[config.mk]
export PLATFORM = sky130hd
export DESIGN_NAME = inst_dispatch
export DESIGN_NICKNAME = d
export VERILOG_FILES = /design/src/rtl/cnn_pkg.sv /design/src/rtl/inst_fifo.sv /design/src/rtl/inst_dispatch.sv
export SDC_FILE = /design/constraint.sdc
export NUM_CORES = 1
export LEC_CHECK = 0
export BUFFER_PORTS_ARGS = -buffer_cell sky130_fd_sc_hd__buf_2
export CAP_MARGIN = 20
export CORE_AREA = 2 2 265 267
export DETAILED_ROUTE_END_ITERATION = 10
export DIE_AREA = 0 0 267 269
export PLACE_DENSITY = 0.4
export RECOVER_POWER = 100
export SYNTH_ARGS = -nofsm -noshare
export SYNTH_HDL_FRONTEND = slang
export SYNTH_HIERARCHICAL = 1
export SYNTH_SLANG_ARGS = --single-unit
[constraint.sdc]
create_clock -name clock -period 5.49 [get_ports clock]
set_clock_uncertainty 0.1 [all_clocks]
set_input_delay 1.647 -clock clock [delete_from_list [all_inputs] [get_ports clock]]
set_output_delay 1.647 -clock clock [all_outputs]
set_load 0.1 [all_outputs]
[src/rtl/cnn_pkg.sv]
// ============================================================================
//  Module      : cnn_pkg
//  Description : Shared opcode/state encodings, instruction field positions
//                and status word layout for the CNN instruction dispatcher.
//  Revision    : 1.0 - initial release
// ============================================================================
`default_nettype none

package cnn_pkg;

    localparam int unsigned OP_MSB  = 31;
    localparam int unsigned OP_LSB  = 28;
    localparam int unsigned REG_MSB = 27;
    localparam int unsigned REG_LSB = 24;
    localparam int unsigned IMM_MSB = 23;
    localparam int unsigned IMM_LSB = 0;

    localparam int unsigned STAT_BUSY     = 0;
    localparam int unsigned STAT_HALTED   = 1;
    localparam int unsigned STAT_ERROR    = 2;
    localparam int unsigned STAT_OVERFLOW = 3;
    localparam int unsigned STAT_CNT_LSB  = 4;
    localparam int unsigned STAT_CNT_MSB  = 8;
    localparam int unsigned STAT_OP_LSB   = 12;
    localparam int unsigned STAT_OP_MSB   = 15;
    localparam int unsigned STAT_DONE_LSB = 16;
    localparam int unsigned STAT_DONE_MSB = 31;

    typedef enum logic [3:0] {
        OP_NOP   = 4'h0,
        OP_CONV  = 4'h1,
        OP_POOL  = 4'h2,
        OP_LOAD  = 4'h3,
        OP_STORE = 4'h4,
        OP_HALT  = 4'hF
    } opcode_e;

    typedef enum logic [2:0] {
        ST_IDLE   = 3'd0,
        ST_DECODE = 3'd1,
        ST_ISSUE  = 3'd2,
        ST_WAIT   = 3'd3,
        ST_HALTED = 3'd4,
        ST_ERR    = 3'd5
    } state_e;

    // Opcodes that are forwarded to the engine as a command.
    function automatic logic op_is_engine(input logic [3:0] op);
        return (op == OP_CONV) || (op == OP_POOL) ||
               (op == OP_LOAD) || (op == OP_STORE);
    endfunction

endpackage

`default_nettype wire

[src/rtl/inst_fifo.sv]
// ============================================================================
//  Module      : inst_fifo
//  Description : Power-of-two instruction queue with simultaneous push/pop.
//  Revision    : 1.0 - initial release
// ============================================================================
`default_nettype none

module inst_fifo #(
    parameter  int unsigned DEPTH = 4,
    parameter  int unsigned WIDTH = 32,
    localparam int unsigned AW    = $clog2(DEPTH),
    localparam int unsigned CW    = AW + 1
) (
    input  logic             clock,
    input  logic             reset,
    input  logic             push_i,
    input  logic             pop_i,
    input  logic [WIDTH-1:0] data_i,
    output logic [WIDTH-1:0] data_o,
    output logic             full_o,
    output logic             empty_o,
    output logic [CW-1:0]    count_o
);

    logic [WIDTH-1:0] mem_q [DEPTH];
    logic [AW-1:0]    wr_ptr_q, wr_ptr_d;
    logic [AW-1:0]    rd_ptr_q, rd_ptr_d;
    logic [CW-1:0]    count_q, count_d;
    logic             push_ok;
    logic             pop_ok;

    assign full_o  = (count_q == CW'(DEPTH));
    assign empty_o = (count_q == '0);
    assign pop_ok  = pop_i && !empty_o;
    // A full queue still accepts a word when the head leaves in the same cycle.
    assign push_ok = push_i && (!full_o || pop_ok);

    always_comb begin
        wr_ptr_d = wr_ptr_q;
        rd_ptr_d = rd_ptr_q;
        count_d  = count_q;
        if (push_ok) begin
            wr_ptr_d = wr_ptr_q + AW'(1);
        end
        if (pop_ok) begin
            rd_ptr_d = rd_ptr_q + AW'(1);
        end
        if (push_ok && !pop_ok) begin
            count_d = count_q + CW'(1);
        end else if (!push_ok && pop_ok) begin
            count_d = count_q - CW'(1);
        end
    end

    always_ff @(posedge clock or posedge reset) begin
        if (reset) begin
            wr_ptr_q <= '0;
            rd_ptr_q <= '0;
            count_q  <= '0;
        end else begin
            wr_ptr_q <= wr_ptr_d;
            rd_ptr_q <= rd_ptr_d;
            count_q  <= count_d;
        end
    end

    always_ff @(posedge clock) begin
        if (push_ok) begin
            mem_q[wr_ptr_q] <= data_i;
        end
    end

    assign data_o  = mem_q[rd_ptr_q];
    assign count_o = count_q;

endmodule

`default_nettype wire

[src/rtl/inst_dispatch.sv]
// ============================================================================
//  Module      : inst_dispatch
//  Description : Queues instruction words, decodes them and hands commands to
//                the CNN engine with a ready/done handshake.
//  Revision    : 1.0 - initial release
// ============================================================================
`default_nettype none

module inst_dispatch
    import cnn_pkg::*;
#(
    parameter int unsigned FIFO_DEPTH = 4
) (
    input  logic              clock,
    input  logic              reset,
    input  logic [31:0]       inst_i,
    input  logic              inst_val_i,
    input  logic [31:0]       conf_i,
    input  logic [15:0][31:0] gp_i,
    output logic [31:0]       stat_o,
    output logic              cmd_valid_o,
    input  logic              cmd_ready_i,
    output logic [3:0]        cmd_op_o,
    output logic [31:0]       cmd_opnd_o,
    output logic [23:0]       cmd_imm_o,
    input  logic              done_i
);

    localparam int unsigned CNT_W = $clog2(FIFO_DEPTH) + 1;

    state_e      state_q, state_d;
    logic [31:0] inst_q, inst_d;
    logic [31:0] opnd_q, opnd_d;
    logic [3:0]  last_op_q, last_op_d;
    logic [15:0] done_cnt_q, done_cnt_d;
    logic        ovf_q, ovf_d;
    logic        err_q, err_d;
    logic [31:0] stat_q, stat_d;
    logic        err_set;

    logic             fifo_push;
    logic             fifo_pop;
    logic [31:0]      fifo_head;
    logic             fifo_full;
    logic             fifo_empty;
    logic [CNT_W-1:0] fifo_count;
    logic [CNT_W-1:0] fifo_cnt_next;
    logic [3:0]       dec_op;
    logic             unused_conf;

    assign unused_conf = ^conf_i[31:2];
    assign dec_op      = inst_q[OP_MSB:OP_LSB];

    assign fifo_pop  = (state_q == ST_IDLE) && conf_i[0] && !fifo_empty;
    assign fifo_push = inst_val_i && (!fifo_full || fifo_pop);

    inst_fifo #(
        .DEPTH (FIFO_DEPTH),
        .WIDTH (32)
    ) u_fifo (
        .clock   (clock),
        .reset   (reset),
        .push_i  (fifo_push),
        .pop_i   (fifo_pop),
        .data_i  (inst_i),
        .data_o  (fifo_head),
        .full_o  (fifo_full),
        .empty_o (fifo_empty),
        .count_o (fifo_count)
    );

    // Occupancy after this edge, so the registered status is never a cycle stale.
    always_comb begin
        fifo_cnt_next = fifo_count;
        if (fifo_push && !fifo_pop) begin
            fifo_cnt_next = fifo_count + CNT_W'(1);
        end else if (!fifo_push && fifo_pop) begin
            fifo_cnt_next = fifo_count - CNT_W'(1);
        end
    end

    always_comb begin
        state_d    = state_q;
        inst_d     = inst_q;
        opnd_d     = opnd_q;
        last_op_d  = last_op_q;
        done_cnt_d = done_cnt_q;
        err_set    = 1'b0;
        case (state_q)
            ST_IDLE: begin
                if (fifo_pop) begin
                    inst_d  = fifo_head;
                    state_d = ST_DECODE;
                end
            end
            ST_DECODE: begin
                opnd_d    = gp_i[inst_q[REG_MSB:REG_LSB]];
                last_op_d = dec_op;
                if (dec_op == OP_NOP) begin
                    state_d    = ST_IDLE;
                    done_cnt_d = done_cnt_q + 16'd1;
                end else if (dec_op == OP_HALT) begin
                    state_d = ST_HALTED;
                end else if (op_is_engine(dec_op)) begin
                    state_d = ST_ISSUE;
                end else begin
                    state_d = ST_ERR;
                    err_set = 1'b1;
                end
            end
            ST_ISSUE: begin
                if (cmd_ready_i) begin
                    state_d = ST_WAIT;
                end
            end
            ST_WAIT: begin
                if (done_i) begin
                    state_d    = ST_IDLE;
                    done_cnt_d = done_cnt_q + 16'd1;
                end
            end
            ST_HALTED: begin
                if (!conf_i[0]) begin
                    state_d = ST_IDLE;
                end
            end
            ST_ERR: begin
                if (conf_i[1]) begin
                    state_d = ST_IDLE;
                end
            end
            default: begin
                state_d = ST_IDLE;
            end
        endcase
    end

    // Sticky flags: a set in the same cycle as a clear request takes priority.
    always_comb begin
        ovf_d = (inst_val_i && !fifo_push) || (ovf_q && !conf_i[1]);
        err_d = err_set || (err_q && !conf_i[1]);
    end

    always_comb begin
        stat_d                              = '0;
        stat_d[STAT_BUSY]                   = (state_d != ST_IDLE);
        stat_d[STAT_HALTED]                 = (state_d == ST_HALTED);
        stat_d[STAT_ERROR]                  = err_d;
        stat_d[STAT_OVERFLOW]               = ovf_d;
        stat_d[STAT_CNT_MSB:STAT_CNT_LSB]   = 5'(fifo_cnt_next);
        stat_d[STAT_OP_MSB:STAT_OP_LSB]     = last_op_d;
        stat_d[STAT_DONE_MSB:STAT_DONE_LSB] = done_cnt_d;
    end

    always_ff @(posedge clock or posedge reset) begin
        if (reset) begin
            state_q    <= ST_IDLE;
            inst_q     <= '0;
            opnd_q     <= '0;
            last_op_q  <= '0;
            done_cnt_q <= '0;
            ovf_q      <= 1'b0;
            err_q      <= 1'b0;
            stat_q     <= '0;
        end else begin
            state_q    <= state_d;
            inst_q     <= inst_d;
            opnd_q     <= opnd_d;
            last_op_q  <= last_op_d;
            done_cnt_q <= done_cnt_d;
            ovf_q      <= ovf_d;
            err_q      <= err_d;
            stat_q     <= stat_d;
        end
    end

    assign stat_o      = stat_q;
    assign cmd_valid_o = (state_q == ST_ISSUE);
    assign cmd_op_o    = inst_q[OP_MSB:OP_LSB];
    assign cmd_imm_o   = inst_q[IMM_MSB:IMM_LSB];
    assign cmd_opnd_o  = opnd_q;

endmodule

`default_nettype wire

Word level (Yosys, flattened, before mapping) --
Memories as Yosys holds them, arrays and structs flattened. A register that Yosys moved wholly into a read port is not among the register bits. Index checks and enable logic that the tools add are counted. W data, S select, Z words.
Storage, ports and cells: word-level logic and storage cells 86, memories kept 1, bits in writable memories 128, register bits 91, bits of input ports 581
Operators by class: order comparisons 1, multiplexer cells 25, reductions and logical operators 32, $add $sub $neg 5, equality and inequality tests 12
Memory list:
- u_fifo.mem_q | depth 4, width 32, read ports 1, clocked after memory_dff 1, write ports 1, line inst_fifo.sv:25 | logic [WIDTH-1:0] mem_q [DEPTH];
Operators with widths (number):
- $bmux W32 S4 | 1
- $mux W3 | 12
- $mux W16 | 2
- $mux W32 | 1
- $pmux W16 S2 | 1
- $pmux W3 S6 | 1
- $add A16 B1 Y16 const B | 1
- $eq A3 B3 Y1 const B | 4
- $logic_and A1 B1 Y1 | 12
- $eq A4 B2 Y1 const B | 2
- $logic_not A1 Y1 | 7
- $logic_or A1 B1 Y1 | 7
- $eq A3 B2 Y1 const B | 2
- $logic_not A3 Y1 | 2
- $mux W1 | 6
- $lt A4 B5 Y1 const B | 1
- $add A2 B1 Y2 const B | 2
- $eq A4 B1 Y1 const B | 1
- $eq A4 B3 Y1 const B | 1
- $eq A4 B4 Y1 const B | 1
- $logic_not A4 Y1 | 1
- $mux W4 | 1
- $add A3 B1 Y3 const B | 1
- $eq A3 B1 Y1 const B | 1
- other kinds (4) | 4

Depth between registers and ports, before layout --
Gate-level depths: netlist of run 1.
depth in word-level cells 10, gate-level depth with buffers 14, gate-level depth less buffers 12

Hierarchy --
The synthesis of run 1 kept the hierarchy.
By module, submodules not included:
- inst_dispatch | area each 8190.4 um^2, cells each 761, times used 1, seq. area each 2352.3 um^2
- inst_fifo | area each 5098.6 um^2, cells each 204, times used 1, seq. area each 4018.9 um^2

Worst setup path before layout of run 1 --
OpenSTA, ideal clock, no wires.
kind register to output, start point register state_q[1], end point output cmd_valid_o, slack 1.102 ns, cell stages (with the launch flop) 4, arrival 2.641 ns, required time 3.743 ns, path through dfrtp_1 > buf_2 > inv_1 > nor3_1
On the way: cells in the longest elaborated chain, start to end 1
RTL lines:
- from (decl) | line inst_dispatch.sv:31 | state_e state_q, state_d;
- from (signal assigned) | line inst_dispatch.sv:166 | state_q <= state_d;
- $eq A3 B2 Y1 | line inst_dispatch.sv:178 | assign cmd_valid_o = (state_q == ST_ISSUE);
- to (decl) | line inst_dispatch.sv:21 | output logic cmd_valid_o,
No other way between the ends.

Worst setup path in the final report of run 1 --
start point input conf_i[0], end point memory u_fifo.mem_q[0][23], enable pin
On the way: cells in the longest elaborated chain, start to end 7, elaborated cells between the ends (all ways) 9, classes of those cells 2 x mux; 7 x reduce/logical
RTL lines:
- from (decl) | line inst_dispatch.sv:18 | input logic [31:0] conf_i,
- $logic_and A1 B1 Y1 (2 in a row) | line inst_dispatch.sv:54 | assign fifo_pop = (state_q == ST_IDLE) && conf_i[0] && !fifo_empty;
- $logic_or A1 B1 Y1 | line inst_dispatch.sv:55 | assign fifo_push = inst_val_i && (!fifo_full || fifo_pop);
- $logic_and A1 B1 Y1 | line inst_dispatch.sv:55
- net fifo_push | line inst_dispatch.sv:41 | logic fifo_push;
- $logic_and A1 B1 Y1 | line inst_fifo.sv:36 | assign push_ok = push_i && (!full_o || pop_ok);
- net u_fifo.push_ok | line inst_fifo.sv:29 | logic push_ok;
- $mux W1 | line inst_fifo.sv:68 | if (push_ok) begin
- $mux W1 (implied by the code) | line inst_fifo.sv:69 | mem_q[wr_ptr_q] <= data_i;
- to (decl) | line inst_fifo.sv:25
The timed path passes the listed nets, and every way through them passes these cells.

==> flow_metrics.env, run 1 <==
export IMPL_outcome="complete, but fails checks"
export IMPL_violations="max-capacitance violations, max-slew violations"
export IMPL_fillers=7457
export IMPL_grt_use_total_pct=18.14
export IMPL_max_freq_ghz=0.2294
export IMPL_grt_max_degree=86
export IMPL_wire_per_inst_um=26.99
export IMPL_p_clk_share_pct=17.6
export IMPL_drive_above_1_share_pct=44.07
export IMPL_hold_viol=0
export IMPL_power_frac_seq_pct=26.2
export IMPL_cp_num_buf_inv=3
export IMPL_first_global_vias=11560
export IMPL_cp_data_arrival_time_ns=4.52
export IMPL_timing_final_crit_share_pct=79.41
export IMPL_cts_made_buffers=28
export IMPL_clk_pin_slew_worst_paths_ns=0.06
export IMPL_cp_required_ns=5.65
export IMPL_ys_seq_area_share_pct=47.94
export IMPL_clock_sinks=229
export IMPL_vias=11110
export IMPL_pin_count=674
export IMPL_ctsResizeCount=0
export IMPL_synth_avg_cell_area_um2=13.77
export IMPL_die_area_um2=71820
export IMPL_leakage_uw=0.007407
export IMPL_hold_slack_ns=0.3699
export IMPL_rsz0062_at_grt="no"
export IMPL_period_minus_slack_ns=4.359
export IMPL_tritoncts="yes"
export IMPL_antenna_left=0
export IMPL_dp_hpwl_mm=55.10
export IMPL_p_sw_uw=5775
export IMPL_start_util_pct=19.18
export IMPL_cp_top_family="simple AND/OR/NAND/NOR gates"
export IMPL_antenna_found_initial=59
export IMPL_yosysTopAreaCellShare_pct=28.92
export IMPL_crit_chain="buf_2 -> nor4b_1 -> and2_0 -> inv_2 -> a21oi_1 -> a21boi_0 -> and2_2 -> buf_4"
export IMPL_numPlacedInstances=2451
export IMPL_power_internal_uw=5501
export IMPL_ys_top_cells_by_area="edfxtp_1, dfrtp_1, mux4_2"
export IMPL_ys_warn_count=6
export IMPL_core_area_um2=69300
export IMPL_cts_root_buf="clkbuf_16"
export IMPL_syn2layout_area_growth_pct=34.71
export IMPL_routed_via_density=4.415
export IMPL_synth_distinct_cells=59
export IMPL_layout_area_seq_um2=6380
export IMPL_synth_seq_cells=229
export IMPL_grt_pass1_wl_mm=89.89
export IMPL_start_kind="primary input"
export IMPL_insertion_delay_ns=0.58
export IMPL_cp_max_fo=17
export IMPL_cts_max_level=1
export IMPL_holdBufCountCts=0
export IMPL_drt_initial_drc_count=693
export IMPL_overflow=0
export IMPL_p_per_area_nw_per_um2=629.8
export IMPL_synth_area_um2=13290
export IMPL_maxSlewViolCount=52
export IMPL_slew_headroom_pct=-78.99
export IMPL_power_frac_comb_pct=56.2
export IMPL_io_buffers=638
export IMPL_clk_path_buf_depth=3
export IMPL_hp_class="register to register"
export IMPL_drc=0
export IMPL_crit_slowest_cell="a21boi_0"
export IMPL_final_nets=2131
export IMPL_synthCells=965
export IMPL_finalSetupViolations=0
export IMPL_finalNonFillerCells=2517
export IMPL_gp_congestion=0.8877
export IMPL_worst_slew_pin_slew_ns=2.670
export IMPL_yosysTopAreaCell="edfxtp_1"
export IMPL_dr_pass1_iters=5
export IMPL_worst_setup_path_end_kind="register"
export IMPL_switching_share_pct=51.22
export IMPL_critPathKind="primary input to register"
export IMPL_drt_wl_total_mm=67.93
export IMPL_fin_tns_setup_ns=0
export IMPL_rows=97
export IMPL_multi_input_area_um2=6091
export IMPL_post_cts_buffers=0
export IMPL_ir_drop_uv=399.6
export IMPL_die_h_um=269
export IMPL_dieWidth_um=267
export IMPL_max_stage_delay_ns=0.81
export IMPL_cap_violations=1
[cell usage after synthesis, drive strengths merged]
library cell	instances
clkbuf	27
buf	86
mux4	94
nand3b	2
nand2b	3
nor3	6
xnor2	9
fa	1
edfxtp	128
nor4	3
o211ai	1
nor2b	4
nand4	30
a21boi	2
o21a	1
o21ai	4
a31oi	31
and4b	1
conb	1
mux2i	135
nand3	13
xor2	14
and2	8
and4bb	1
mux2	39
a32o	1
a22oi	64
dfrtp	101
nand2	64
o311ai	2
nor2	35
nor3b	8
and4	2
nand4b	1
o31a	1
nor4b	3
or3	1
inv	14
ha	8
a21oi	14
a32oi	1
or4	1
[area by class of cell]
cell class | instances | area share, %
Sequential cell | 229 | 35.64
Multi-Input combinational cell | 613 | 34.02
Timing Repair Buffer | 655 | 17.71
Tap cell | 940 | 6.570
Clock buffer | 35 | 4.172
Clock inverter | 15 | 1.363
Inverter | 14 | 0.3005
Antenna cell | 16 | 0.2237
[cells by family after synthesis]
| group | after synthesis | share of synthesized area (%) |
|---|---|---|
| multiplexers | 268 | 29.52 |
| AO/OA/AOI/OAI | 122 | 6.459 |
| adder cells (fa/ha/maj) | 9 | 0.9039 |
| XOR/XNOR | 23 | 1.516 |
| buffers and inverters | 127 | 5.932 |
| flip-flops | 229 | 47.94 |
| AND/OR/NAND/NOR | 186 | 7.702 |
| other | 1 | 0.02822 |
[stage by stage]
stage | utilization (%) | total power [uW] | instance area, um^2 | worst slack (ns)
2_1_floorplan | - | 7975 | 13300 | 1.102
3_3_place_gp | 24.71 | 9502 | 17130 | 1.264
3_5_place_dp | 24.71 | 9542 | 17130 | 1.253
4_1_cts | 26.14 | 11600 | 18120 | 1.701
5_1_grt | 25.81 | 11890 | 17880 | 0.8215
6_report | 25.83 | 11280 | 17900 | 1.131
[cells in the final DEF (no fill, tap or decap), types with 3 or more instances in the layout]
master     Yosys  final
nand3_1       13     13
nor4b_1        0      3
conb_1         1      5
edfxtp_1     128    128
inv_1         13     12
mux4_1         4      4
nor2_1        34     33
mux4_2        90     90
and2_2         0      5
nor3b_1        3      7
ha_1           8      8
mux2_1        37     37
dfrtp_2        0      4
a31oi_1       31     31
a21oi_1       12     14
xnor2_1        9      9
nand2b_1       3      3
nor3_1         3      6
clkbuf_1      27    129
diode_2        0     16
bufinv_16      0      5
mux2i_1      135    135
a22oi_1       64     64
buf_2         24    516
nand2_1       64     64
dfrtp_1      101     96
xor2_1        14     14
clkbuf_16      0     28
buf_4         46     13
nand4_1       30     30
[power groups by stage]
| stage | clock (uW) | combinational [uW] | sequential [uW] |
|---|---|---|---|
| after global placement | 0 | 6490 | 3010 |
| after detailed placement | 0 | 6530 | 3020 |
| final | 1990 | 6330 | 2950 |
| after CTS | 2070 | 6540 | 2990 |
| after global routing | 2130 | 6710 | 3050 |
| after floorplan | 0 | 4190 | 3790 |
[sequential cells by signal, summed over array words and instances (netlist names)]
signal / flops
u_fifo/wr_ptr_q: 2
stat_o: 9
u_fifo/rd_ptr_q: 2
cmd_opnd_o: 32
done_cnt_q: 15
u_fifo/mem_q: 128
u_fifo/count_o: 3
last_op_q: 3
inst_q: 32
state_q: 3
[path summary, 6_finish.rpt]
| check | to | startpoint | depth (start not counted) | slack, ns |
|---|---|---|---|---|
| max in group asynchronous | cmd_opnd_o[3] | reset | 3 | 1.79 |
| setup / recovery | u_fifo/mem_q[0][23] | conf_i[0] | 8 | 1.13 |
| setup reg to reg | cmd_opnd_o[22] | inst_q[24] | 5 | 1.39 |
| hold reg to reg | stat_o[31] | stat_o[31] | 1 | 0.37 |
| min in group asynchronous | u_fifo/count_o[0] | reset | 2 | 0.90 |
| hold / removal | stat_o[31] | stat_o[31] | 1 | 0.37 |
[worst register-to-register path, delay by kind of cell, from the launching register on]
kind / cells / cell delay (ns)
buffers and inverters: 1 / 1.16
flip-flops: 1 / 1.25
AO/OA/AOI/OAI: 2 / 0.74
AND/OR/NAND/NOR: 2 / 0.77
[per-layer routing]
metal	part of all wire [%]	routed length, um	track usage (%)
met1	40	27170	22.10
met3	9.8	6662	6.749
met2	47	31940	29.82
met4	2.8	1935	5.481
met5	0.31	212	0
Power figures use the tool's default switching activity.
==> run 2: changes to the inputs <==
- PLACE_DENSITY: 0.4 -> 0.41
- clock period: 5.49 -> 4 ns (I/O delays scaled with it)
==> run 2 against run 1 <==
Power up 38%. Utilization is 0.20 points higher. Largest power group unchanged. Largest cell class unchanged. The flow still finishes with violations (max-capacitance violations, max-slew violations). Via count rose by 0.38%. Critical path type is now register to register. Final cell count rose by 0.48%. Wire length is 2.3% lower. Count of clock-buffer cells in the layout is 1 higher. First-iteration DRC count up 15%.
==> flow_metrics.env, run 2 (synthesis results as in run 1) <==
export IMPL_endpoint="cmd_opnd_o[17]"
export IMPL_drt_wl_total_mm=66.37
export IMPL_period_minus_slack_ns=3.546
export IMPL_cap_violations=4
export IMPL_setup_ws_ns=0.4538
export IMPL_cts_root_buf="clkbuf_16"
export IMPL_timing_final_crit_share_pct=88.66
export IMPL_finalNonFillerCells=2529
export IMPL_core_area_um2=69300
export IMPL_cts_made_buffers=29
export IMPL_power_frac_seq_pct=26.2
export IMPL_clock_sinks=229
export IMPL_crit_slowest_cell="dfrtp_1"
export IMPL_die_h_um=269
export IMPL_numPlacedInstances=2471
export IMPL_r2r_cells=5
export IMPL_largest_register="u_fifo/mem_q"
export IMPL_dieWidth_um=267
export IMPL_p_per_area_nw_per_um2=860.0
export IMPL_leakage_uw=0.007495
export IMPL_drc=0
export IMPL_tritoncts="yes"
export IMPL_rrSetupSlack_ns=0.45
export IMPL_rsz0062_at_grt="no"
export IMPL_post_cts_buffers=0
export IMPL_hold_viol=0
export IMPL_maxSlewViolCount=109
export IMPL_cp_startpoint="inst_q[25]"
export IMPL_io_buffers=638
export IMPL_r2r_start="inst_q[25]"
export IMPL_start_util_pct=19.18
export IMPL_routed_via_density=4.411
export IMPL_outcome="complete, but fails checks"
export IMPL_hold_slack_ns=0.3721
export IMPL_cp_max_fo=43
export IMPL_drive_above_1_share_pct=44.48
export IMPL_clk_pin_slew_worst_paths_ns=0.06
export IMPL_power_internal_uw=7567
export IMPL_dr_pass1_iters=5
export IMPL_holdBufCountCts=0
export IMPL_place_area_um2=17390
export IMPL_final_nets=2152
export IMPL_preCtsSetupSlack_ns=0.5351
export IMPL_slew_headroom_pct=-54.81
export IMPL_start_kind="register"
export IMPL_gp_congestion=0.9057
export IMPL_rows=97
export IMPL_crit_chain="buf_12 -> clkbuf_1 -> mux4_2 -> a22oi_1 -> a31oi_1"
export IMPL_antenna_left=0
export IMPL_finalSetupViolations=0
export IMPL_switching_share_pct=51.23
export IMPL_clk_path_buf_depth=3
export IMPL_pin_count=674
export IMPL_cp_required_ns=4.35
export IMPL_timing_rr_end="cmd_opnd_o[17]"
export IMPL_final_common_cell="buf_2"
export IMPL_critPathKind="register to register"
export IMPL_max_stage_delay_ns=1.89
export IMPL_final_cell_mix="buf_2, mux2i_1, clkbuf_1, edfxtp_1, dfrtp_1"
export IMPL_cp_data_arrival_time_ns=3.90
export IMPL_fin_tns_setup_ns=0
export IMPL_hp_class="register to register"
export IMPL_p_sw_uw=7949
export IMPL_first_global_vias=11620
export IMPL_die_area_um2=71820
export IMPL_worst_slew_pin_slew_ns=2.322
export IMPL_insertion_delay_ns=0.60
export IMPL_max_freq_ghz=0.2820
export IMPL_violations="max-capacitance violations, max-slew violations"
export IMPL_ctsResizeCount=0
export IMPL_overflow=0
export IMPL_grt_pass1_wl_mm=88.10
export IMPL_fin_area_um2=18040
export IMPL_syn2layout_area_growth_pct=35.77
export IMPL_fillers=7444
export IMPL_p_clk_share_pct=16.5
export IMPL_ir_drop_uv=453.6
export IMPL_antenna_found_initial=51
export IMPL_power_frac_comb_pct=57.2
export IMPL_worst_setup_path_end_kind="register"
export IMPL_largest_register_ffs=128
export IMPL_grt_use_total_pct=17.65
export IMPL_grt_max_degree=60
export IMPL_wire_per_inst_um=26.24
export IMPL_drt_initial_drc_count=797
export IMPL_cts_max_level=1
export IMPL_vias=11160
export IMPL_dp_hpwl_mm=53.50
run 2: worst max-delay path: cells and delay by family (launching register included):
family,cells,cell delay [ns]
AO/OA/AOI/OAI,2,0.37
buffers and inverters,2,0.66
flip-flops,1,1.89
multiplexers,1,0.36
run 2: per-layer routing:
metal | part of all wire [%] | track usage (%) | up-vias
met2 | 47 | 29.61 | 539
met5 | 0.30 | 0 | -
met4 | 2.8 | 4.054 | 34
met3 | 11 | 7.753 | 136
li1 | - | - | 4956
met1 | 39 | 20.75 | 5490
run 2: worst min-delay path by stage:
stage               slack (ns)  cells past startpoint         end        from
floorplan                 0.36                      1   inst_q[0]   inst_q[0]
global placement          0.36                      1  stat_o[31]  stat_o[31]
detailed placement        0.35                      1  stat_o[31]  stat_o[31]
CTS                       0.36                      1  stat_o[31]  stat_o[31]
global route              0.37                      1  stat_o[31]  stat_o[31]
finish                    0.37                      1  stat_o[31]  stat_o[31]
run 2: stage by stage:
stage	util, %	total power, uW
after global placement	25.09	13230
after CTS	26.42	15960
after global routing	26.03	16360
after detailed placement	25.09	13290
after floorplan	-	10950
final	26.04	15520
run 2: area by class of cell:
cell class              count  area (um^2)  share of cell area (%)
repair buffers            675         3397                   18.83
clock inverters            18        171.4                  0.9501
well taps                 940         1176                   6.519
clock buffers              36        752.0                   4.168
inverters                  14        53.80                  0.2982
diodes                      4        10.01                 0.05548
multi-input cells         613         6103                   33.83
flip-flops and latches    229         6379                   35.35
run 2: power groups by stage:
stage	Clock (uW)	Combinational (uW)	Sequential (uW)
2_1_floorplan	0	5740	5200
3_3_place_gp	0	9110	4120
3_5_place_dp	0	9140	4160
4_1_cts	2680	9160	4110
5_1_grt	2750	9400	4210
6_report	2570	8880	4070
